$ cat config.mk
export PLATFORM = sky130hd
export DESIGN_NAME = uart_tx_flat
export DESIGN_NICKNAME = d
export VERILOG_FILES = /design/src/rtl/uart_tx_pkg.sv /design/src/rtl/uart_tx_if.sv /design/src/rtl/uart_baud_gen.sv /design/src/rtl/uart_tx.sv /design/src/flat_wrapper.sv
export SDC_FILE = /design/constraint.sdc
export NUM_CORES = 1
export LEC_CHECK = 0
export ABC_AREA = 0
export ABC_CLOCK_PERIOD_IN_PS = 3750
export CAP_MARGIN = 20
export CORE_UTILIZATION = 50
export CTS_CLUSTER_DIAMETER = 80
export CTS_CLUSTER_SIZE = 24
export DETAILED_ROUTE_END_ITERATION = 6
export MAX_ROUTING_LAYER = met4
export PLACE_DENSITY_LB_ADDON = 0.12
export RECOVER_POWER = 50
export SYNTH_ARGS = -nofsm -noshare
export SYNTH_HDL_FRONTEND = slang
export SYNTH_SLANG_ARGS = --single-unit
$ cat constraint.sdc
create_clock -name clk -period 3.75 [get_ports clk]
set_input_delay 0.375 -clock clk [delete_from_list [all_inputs] [get_ports clk]]
set_output_delay 0.375 -clock clk [all_outputs]
set_load 0.03 [all_outputs]
$ cat src/rtl/uart_tx_pkg.sv
// uart_tx_pkg: shared UART definitions (state encoding, default baud divisor)
// Shared with the receiver. Macro UART_TX_PARITY_EN adds the PARITY state.
package uart_tx_pkg;
`ifdef UART_TX_PARITY_EN
    typedef enum logic [2:0] {IDLE, START, DATA, PARITY, STOP} state_e;
`else
    typedef enum logic [2:0] {IDLE, START, DATA, STOP} state_e;
`endif
    localparam int DEFAULT_CLKS_PER_BIT = 16;
endpackage

$ cat src/rtl/uart_tx_if.sv
// uart_tx_if: FWFT FIFO read port between transmit FIFO and uart_tx
// Signals: idata (head word), empty (FIFO empty), next (one-cycle pop strobe).
// master = FIFO side, slave = transmitter side.
interface uart_tx_if #(parameter int WIDTH = 8);
    logic [WIDTH-1:0] idata;
    logic             empty;
    logic             next;
    modport master (output idata, empty, input next);
    modport slave  (input idata, empty, output next);
endinterface

$ cat src/rtl/uart_baud_gen.sv
// uart_baud_gen: bit-period timer for the UART transmitter
// Ports: clk, rst (sync, active-high), restart (hold counter at 0),
//        bit_done (high on the last cycle of each CLKS_PER_BIT period).
import uart_tx_pkg::*;
module uart_baud_gen #(
    parameter int CLKS_PER_BIT = DEFAULT_CLKS_PER_BIT
) (
    input  logic clk,
    input  logic rst,
    input  logic restart,
    output logic bit_done
);
    localparam int CW = $clog2(CLKS_PER_BIT);
    logic [CW-1:0] cnt_q, cnt_d;
    assign bit_done = cnt_q == CW'(CLKS_PER_BIT - 1);
    always_comb cnt_d = (restart || bit_done) ? '0 : cnt_q + 1'b1;
    always_ff @(posedge clk) begin
        if (rst) cnt_q <= '0;
        else     cnt_q <= cnt_d;
    end
endmodule

$ cat src/rtl/uart_tx.sv
// uart_tx: 8N1 serial transmitter draining a FWFT FIFO
// Ports: clk, rst (sync, active-high), fifo (uart_tx_if.slave: idata/empty/next),
//        tx_o (registered serial line, idles high), busy_o (frame in progress).
// Define UART_TX_PARITY_EN to insert an even-parity bit after the data bits.
import uart_tx_pkg::*;
module uart_tx #(
    parameter int WIDTH        = 8,
    parameter int CLKS_PER_BIT = DEFAULT_CLKS_PER_BIT
) (
    input  logic      clk,
    input  logic      rst,
    uart_tx_if.slave  fifo,
    output logic      tx_o,
    output logic      busy_o
);
    localparam int BW = $clog2(WIDTH);
    state_e           state_q, state_d;
    logic [WIDTH-1:0] shift_q, shift_d;
    logic [BW-1:0]    bit_q, bit_d;
    logic             tx_q, tx_d, next_q, next_d, busy_q, busy_d;
    logic             bit_done, load;
`ifdef UART_TX_PARITY_EN
    logic             par_q, par_d;
`endif
    uart_baud_gen #(.CLKS_PER_BIT(CLKS_PER_BIT)) u_baud (
        .clk      (clk),
        .rst      (rst),
        .restart  (state_q == IDLE),
        .bit_done (bit_done)
    );
    // empty is only looked at in IDLE and on the last stop cycle
    assign load = !fifo.empty && (state_q == IDLE || (state_q == STOP && bit_done));
    always_comb begin
        state_d = state_q;
        shift_d = shift_q;
        bit_d   = bit_q;
        tx_d    = tx_q;
        next_d  = 1'b0;
        busy_d  = busy_q;
`ifdef UART_TX_PARITY_EN
        par_d   = par_q;
`endif
        case (state_q)
            IDLE: tx_d = 1'b1;
            START: if (bit_done) begin
                state_d = DATA;
                bit_d   = '0;
                tx_d    = shift_q[0];
            end
            DATA: if (bit_done) begin
                shift_d = shift_q >> 1;
                if (bit_q == BW'(WIDTH - 1)) begin
`ifdef UART_TX_PARITY_EN
                    state_d = PARITY;
                    tx_d    = par_q;
`else
                    state_d = STOP;
                    tx_d    = 1'b1;
`endif
                end else begin
                    bit_d = bit_q + 1'b1;
                    tx_d  = shift_q[1];
                end
            end
`ifdef UART_TX_PARITY_EN
            PARITY: if (bit_done) begin
                state_d = STOP;
                tx_d    = 1'b1;
            end
`endif
            STOP: if (bit_done) begin
                state_d = IDLE;
                busy_d  = 1'b0;
                tx_d    = 1'b1;
            end
            default: state_d = IDLE;
        endcase
        // a load overrides the IDLE/STOP decisions and starts a frame at once
        if (load) begin
            state_d = START;
            shift_d = fifo.idata;
            bit_d   = '0;
            tx_d    = 1'b0;
            next_d  = 1'b1;
            busy_d  = 1'b1;
`ifdef UART_TX_PARITY_EN
            par_d   = ^fifo.idata;
`endif
        end
    end
    always_ff @(posedge clk) begin
        if (rst) begin
            state_q <= IDLE;
            shift_q <= '0;
            bit_q   <= '0;
            tx_q    <= 1'b1;
            next_q  <= 1'b0;
            busy_q  <= 1'b0;
`ifdef UART_TX_PARITY_EN
            par_q   <= 1'b0;
`endif
        end else begin
            state_q <= state_d;
            shift_q <= shift_d;
            bit_q   <= bit_d;
            tx_q    <= tx_d;
            next_q  <= next_d;
            busy_q  <= busy_d;
`ifdef UART_TX_PARITY_EN
            par_q   <= par_d;
`endif
        end
    end
    assign fifo.next = next_q;
    assign tx_o      = tx_q;
    assign busy_o    = busy_q;
endmodule
$ cat src/flat_wrapper.sv
// flat-port wrapper written by rule: the top's interface ports become plain ports
module uart_tx_flat 
#(
    parameter int WIDTH        = 8,
    parameter int CLKS_PER_BIT = DEFAULT_CLKS_PER_BIT
)
  (clk, rst, tx_o, busy_o, fifo_idata, fifo_empty, fifo_next);
  uart_tx_if #(.WIDTH(WIDTH)) fifo_i ();
  input  logic clk;
  input  logic rst;
  output logic tx_o;
  output logic busy_o;
  input wire logic [$bits(fifo_i.idata)-1:0] fifo_idata;
  input wire logic [$bits(fifo_i.empty)-1:0] fifo_empty;
  output wire logic [$bits(fifo_i.next)-1:0] fifo_next;
  assign fifo_i.idata = fifo_idata;
  assign fifo_i.empty = fifo_empty;
  assign fifo_next = fifo_i.next;
  uart_tx #(.WIDTH(WIDTH), .CLKS_PER_BIT(CLKS_PER_BIT)) u_core (.clk(clk), .rst(rst), .fifo(fifo_i), .tx_o(tx_o), .busy_o(busy_o));
endmodule
## After elaboration in Yosys (flattened, before gate mapping)

Cells that the tools add are included.

- Register bits: 21
- Bits of input ports: 11
- Output and inout bits: 3
- Logic and storage cells: 67

- Reductions and logical operators: 19
- Bitwise gates (word level): 1
- Add/subtract/negate cells: 2
- Equality and inequality tests: 15
- Muxes and demuxes: 22

Operators by type and width:

| cell | count |
|---|---|
| 8-bit 2-to-1 mux | 3 |
| 3-bit 2-to-1 mux | 6 |
| 3-bit by 1-bit != test with 1-bit output (second input constant) | 4 |
| 3-bit one-hot mux with 4 select lines | 1 |
| 1-bit 2-to-1 mux | 10 |
| 2-bit by 1-bit != test with 1-bit output (second input constant) | 5 |
| 5-bit AND reduction | 2 |
| 4-bit AND reduction | 2 |
| 2-bit nonzero test | 4 |
| 3-bit by 2-bit == test with 1-bit output (second input constant) | 2 |
| 3-bit one-hot mux with 2 select lines | 1 |
| 5-bit nonzero test | 1 |
| 4-bit by 1-bit adder with 4-bit output (second input constant) | 1 |
| 4-bit == test (second input constant) | 1 |
| 1-bit one-hot mux with 4 select lines | 1 |
| 2-bit AND reduction | 2 |
| 2-bit OR reduction | 2 |
| 3-bit by 1-bit adder with 3-bit output (second input constant) | 1 |
| 3-bit by 1-bit == test with 1-bit output (second input constant) | 1 |
| 3-bit == test (second input constant) | 1 |
| 3-bit logical NOT | 1 |
| 1-bit logical AND | 2 |
| 1-bit logical OR | 2 |
| 2-bit != test (second input constant) | 1 |
| other kinds (2) | 2 |

## Longest topological paths before layout

Gate-level depths: netlist of the first run.

- Word-level depth: 6
- Mapped depth: 8
- Mapped depth without buffers: 6

## Modules after synthesis

From an unflattened synthesis of the first run, not the netlist that was laid out.

- Cell total of the unflattened synthesis: 129
- Area total of the unflattened synthesis: 1174.9 um2

By module, submodules not included:

| module | area an instance (um2) | seq. area each (um2) | cells each | instances |
|---|---|---|---|---|
| uart_tx | 1017.2 | 320.3 | 113 | 1 |
| uart_baud_gen | 157.7 | 80.1 | 16 | 1 |

## Worst setup path before layout of the first run

OpenSTA, ideal clock, no wires.

- Path type: register -> register
- Start point: reg u_core.state_q[0]
- End point: reg u_core.state_q[0]
- Arrival time: 1.503 ns
- Buffers on the path: 1
- Path slack: 2.125 ns
- Data required time: 3.628 ns
- Clock period less this slack: 1.625 ns
- Setup time: 0.122 ns
- Cell stages (with the launch flop): 7
- Path through: dfxtp_1 > inv_1 > ha_1 > buf_2 > nor2b_1 > a211o_1 > o311a_1

- Longest elaborated chain between the ends: 6
- Elaborated cells on any way between the ends: 15
- Those cells by class: 8 x eq/ne; 2 x mux; 5 x reduce/logical

Ends and longest elaborated chain:

| element | line | text |
|---|---|---|
| start, declared | uart_tx.sv:17 | `state_e state_q, state_d;` |
| start signal, assigned | uart_tx.sv:103 | `state_q <= state_d;` |
| 3-bit by 2-bit == test with 1-bit output | uart_tx.sv:32, uart_tx.sv:43 |  |
| 1-bit logical AND | uart_tx.sv:32 | `assign load = !fifo.empty && (state_q == IDLE \|\| (state_q == STOP && bit_done));` |
| 1-bit logical OR | uart_tx.sv:32 |  |
| 1-bit logical AND | uart_tx.sv:32 |  |
| 3-bit by 1-bit != test with 1-bit output (no line) or 2-bit by 1-bit != test with 1-bit output (tied branches) | n/a |  |
| 5-bit AND reduction (no line) | n/a |  |

Several ways; a longest one is shown, not always the timed one.
A chain may end at the register's enable or synchronous reset.

## Worst setup path after layout of the first run

- Start point: reg u_core.state_q[0]
- End point: reg u_core.state_q[1]

- Longest elaborated chain between the ends: 5
- Elaborated cells on any way between the ends: 15
- Those cells by class: 7 x eq/ne; 1 x mux; 1 x bitwise; 6 x reduce/logical

Ends and longest elaborated chain:

| element |
|---|
| parallel branches: the longest is 5 deep, another holds 5-bit AND reduction |

Parallel ways; which one is timed is not known.

==> impl_metrics.yaml, run 1 <==
placement:
  place.gp.congestion: 0.841
  port_buffers: 13
  placed_area_um2: 1220
  dp.final_hpwl_mm: 1.60
worst_setup_path:
  cp-start-kind: "flop"
  worstPathRequired_ps: 4000
  critPathSlowestCell: "or2_0"
  path_class: "reg2reg"
  crit_fanout: 12
  crit_family: "simple AND/OR/NAND/NOR gates"
  crit_chain: "inv_1, ha_1, a41oi_1, or2_0, nand2_1, a21oi_1"
  cp.arrival_ps: 2460
  endpoint_kind: "flop"
  cp_num_buf_inv: 1
  slowest_delay_ps: 570
finish:
  nets: 160
  layout_common_cells: "20 x dfxtp_1, 13 x nor2_1, 11 x nand3_1, 11 x a21oi_1"
  layout_commonest_cell: "dfxtp_1"
  multi_input_area_um2: 623
  fin_area_um2: 1240
  fillers: 205
  final_layout_size_suffix_gt1_frac: 0.0360
  seq_area_um2: 400
  antenna_cells: 0
  area_delta_synth_final_pct: 11.6
power_and_ir_drop:
  p_seq_frac: 0.460
  leakagePower_uw: 0.000477
  peakVddDrop_mv: 0.269
  power.switching_uw: 183
  pwr-share-clk: 0.241
  swShare: 0.333
  combPwrFrac: 0.299
  power.density_nw_per_um2: 443
  p_int_uw: 367
clock_network:
  clk_pin_slew_worst_paths_ps: 120
  post_cts_buffers: 0
  cts-root-buf: "clkbuf_4"
  numCtsBuffers: 3
  clk_latency_ps: 310
  cts_htree_levels: 1
  tritoncts: "built"
  cts.sinks: 20
  cts_repair_resize_count: 0
  clockBufferDepth: 2
  ctsHoldBuffers: 0
yosys:
  synth_area_um2: 1110
  synthTopCellsByArea: "dfxtp_1 36%, ha_1 10%, a21oi_1 4.9%"
  synthCells: 130
  synth_seq_cells: 20
  yosys.area.top_type_share: 0.360
  synthFlopType: "dfxtp_1"
  synth_top_area_cell: "dfxtp_1"
  ys_warn_count: 0
  ys_types: 37
  async_flop_share: 0
  seq_area_frac_synth: 0.360
  syn_nets: 150
  synth-edff-count: 0
  avgSynthCellArea_um2: 8.57
detailed_routing:
  antenna_left: 0
  firstDrtPassIters: 4
  wl_mm: 2.27
  drt-initial-drc-count: 14
  avgRoutedWirePerCell_um: 13.7
  vias: 958
  post-route-drc-count: 0
  via_per_inst: 5.77
min_path:
  hold_class: "reg2reg"
job:
  drv_cap: 0
timing:
  hold_violations: 0
  skew_ps: 2.30
  fin_crit_sh: 0.592
  setup_viol: 0
  tightest_slew_ps: 656
  rsz0062_at_grt: "no"
  timing.slew.headroom: 0.563
  fmax_mhz: 451
  setup-tns-final_ps: 0
  fin_crit_ps: 2220
  slew_viol_final: 0
global_routing:
  grt_overflow_total: 0
  track_usage: 0.215
  grtUsageMet1: 0.303
  use_met3: 0.0312
  grt_pass1_vias: 873
  busiest_layer: "met2"
  grt_max_degree: 19
  antenna_found_initial: 0
  grt_pass1_wl_mm: 3.93
  grt_use_met2: 0.308
floorplanning:
  core_um2: 2020
  io_pins: 14
  die_area_um2: 2420
  die_width_um: 49.2
  die_h_um: 49.2
  start_util: 0.551
  rows: 16
outcome:
  status: "finished clean"
power by group through the flow:
| stage | clock, uW | sequential [uW] | combinational [uW] |
|---|---|---|---|
| floorplan | 0 | 269 | 118 |
| global placement | 0 | 258 | 168 |
| detailed placement | 0 | 258 | 170 |
| CTS | 134 | 253 | 171 |
| global route | 141 | 256 | 183 |
| finish | 133 | 253 | 165 |
final cells by class:
class / count / area share
flip-flops and latches: 20 / 0.322
multi-input cells: 97 / 0.502
well taps: 27 / 0.0272
inverters: 5 / 0.0151
repair buffers: 13 / 0.105
clock buffers: 4 / 0.0292
per-stage QoR:
step	total power, uW	worst slack (ps)	hold WS [ps]	std cells	utilization
final	550	1530	472	166	0.614
after global routing	581	1290	491	166	0.614
after CTS	559	1880	474	166	0.621
after detailed placement	428	1900	455	162	0.603
after global placement	426	1910	440	162	0.603
after floorplan	387	2120	425	130	-
cell usage after synthesis (3+ instances only):
library cell  instances
dfxtp_1              20
nor2_1               12
a21oi_1              11
nand3_1              11
ha_1                  9
nand2_1               8
a211oi_1              7
o21ai_0               7
inv_1                 5
buf_6                 3
nor4_1                3
state kept, by name, summed over array words and instances (netlist names):
name / flops
u_core.bit_q: 3
u_core.state_q: 2
u_core.fifo.next: 1
u_core.busy_o: 1
u_core.shift_q: 8
u_core.u_baud.cnt_q: 4
u_core.tx_o: 1
worst paths after layout:
kind | start | end | slack [ps] | cells after the start
max | u_core.state_q[0] | u_core.state_q[1] | 1530 | 6
min | u_core.u_baud.cnt_q[0] | u_core.u_baud.cnt_q[0] | 470 | 1
max reg2reg | u_core.state_q[0] | u_core.state_q[1] | 1530 | 6
min reg2reg | u_core.u_baud.cnt_q[0] | u_core.u_baud.cnt_q[0] | 470 | 1
cells by family after synthesis:
kind of cell | count (synthesis) | share of synthesized area
XOR/XNOR | 2 | 0.0157
AND/OR/NAND/NOR | 49 | 0.224
adder cells (fa/ha/maj) | 9 | 0.101
flip-flops | 20 | 0.360
AO/OA/AOI/OAI | 37 | 0.230
buffers and inverters | 13 | 0.0697
per-layer routing:
layer,up-vias,part of all wire
met2,15,0.45
met3,7,0.026
li1,488,-
met4,0,0.022
met1,448,0.50
met5,-,0
Note: power is estimated with default switching activity, not from simulation.
==> run 2, diff against run 1 <==
- ABC_CLOCK_PERIOD_IN_PS: 3750 -> 2100
- clock period: 3.75 -> 2.1 ns (I/O delays scaled with it)
==> run 2 against run 1 <==
Effect of this change:
- worst hold slack got worse by 15 ps
- critical endpoint is now u_core.shift_q[6]
- cell count rose by 1.2%
- register-to-register slack got worse by 1300 ps
- utilization rose by 0.87 points
- clock power rose by 34%
- final area rose by 1.4%
- sequential cell count did not move
- global-route usage fell by 0.092 points
- non-clock buffer count rose by 3
- first-iteration DRC count rose by 57%
- die area did not move
==> impl_metrics.yaml, run 2 (same netlist as run 1, synthesis figures left out) <==
floorplanning:
  io_pins: 14
  die_width_um: 49.2
  start_util: 0.551
  core_um2: 2020
  die_h_um: 49.2
  rows: 16
  die_area_um2: 2420
global_routing:
  grt_pass1_vias: 910
  grt_pass1_wl_mm: 3.91
  grt_max_degree: 13
  track_usage: 0.214
  antenna_found_initial: 0
  grt_overflow_total: 0
power_and_ir_drop:
  fin_total_pwr_uw: 933
  power.density_nw_per_um2: 740
  peakVddDrop_mv: 0.391
  leakagePower_uw: 0.000483
finish:
  final_util: 0.623
  fillers: 198
  antenna_cells: 0
  layout_common_cells: "20 x dfxtp_1, 12 x nor2_1, 11 x nand3_1, 11 x a21oi_1, 10 x clkdlybuf4s50_1"
  top_register: "u_core.shift_q"
  layout_commonest_cell: "dfxtp_1"
  stdcell_count: 168
  top_regs: "u_core.shift_q (8), u_core.u_baud.cnt_q (4), u_core.bit_q (3)"
  nets: 163
  area_delta_synth_final_pct: 13.1
  largest_reg_flops: 8
  final_layout_size_suffix_gt1_frac: 0.0638
clock_network:
  cts_repair_resize_count: 0
  clk_pin_slew_worst_paths_ps: 110
  clk_latency_ps: 290
  clockBufferDepth: 2
  ctsHoldBuffers: 0
  cts-root-buf: "clkbuf_4"
  cts_htree_levels: 1
  post_cts_buffers: 0
  cts.sinks: 20
  tritoncts: "built"
  numCtsBuffers: 3
worst_setup_path:
  cp.arrival_ps: 2070
  endpoint_kind: "flop"
  cp-start-kind: "flop"
  crit_fanout: 8
  path_class: "reg2reg"
  worstPathRequired_ps: 2310
  reg2reg_depth: 5
min_path:
  min_path_cells: 3
  hold_class: "in2reg"
timing:
  timing.slew.headroom: 0.748
  tightest_slew_ps: 374
  fmax_mhz: 537
  fin_crit_ps: 1860
  setup_viol: 0
  fin_crit_sh: 0.887
  slew_viol_final: 0
  rsz0062_at_grt: "no"
  setup-tns-final_ps: 0
  skew_ps: 2.65
  hold_violations: 0
detailed_routing:
  firstDrtPassIters: 6
  post-route-drc-count: 0
  antenna_left: 0
  avgRoutedWirePerCell_um: 13.8
  drt-initial-drc-count: 22
  wl_mm: 2.32
  vias: 976
  via_per_inst: 5.81
placement:
  dp.cells: 165
  place.gp.congestion: 0.876
  dp.final_hpwl_mm: 1.71
  port_buffers: 13
job:
  drv_cap: 0
outcome:
  status: "finished clean"
run 2: final cells by class:
class	count	area, um^2	area share
well taps	27	33.8	0.0268
inverters	5	18.8	0.0149
clock buffers	3	22.5	0.0179
multi-input cells	97	636	0.504
flip-flops and latches	20	400	0.318
repair buffers	16	149	0.118
run 2: metal layers:
layer / vias up / wire, um / global-route usage
met5: - / 0 / -
met4: 0 / 15 / 0.108
met3: 2 / 121 / 0.0312
met2: 24 / 1090 / 0.311
met1: 455 / 1090 / 0.289
li1: 495 / - / -
run 2: power breakdown:
part	total (uW)	internal, uW	switching, uW
registers	454	425	28.8
clock network	178	66.7	111
logic	301	133	169
run 2: metrics by stage:
stage	hold WS [ps]	instance area [um^2]	setup WS, ps
2_1_floorplan	278	1110	475
3_3_place_gp	446	1240	382
3_5_place_dp	449	1240	321
4_1_cts	449	1260	302
5_1_grt	458	1260	143
6_report	457	1260	237
run 2: worst paths after layout:
check,from,end,slack [ps]
max,u_core.u_baud.cnt_q[0],u_core.shift_q[6],240
max reg2reg,u_core.u_baud.cnt_q[0],u_core.shift_q[6],240
min reg2reg,u_core.u_baud.cnt_q[0],u_core.u_baud.cnt_q[0],460
min,fifo_idata[7],u_core.shift_q[7],460
run 2: critical path: stages (launching register included):
cell and delay, ps:
dfxtp_1 370, ha_1 300, and3_1 350, clkbuf_1 340, nand3_1 140, a311oi_2 280
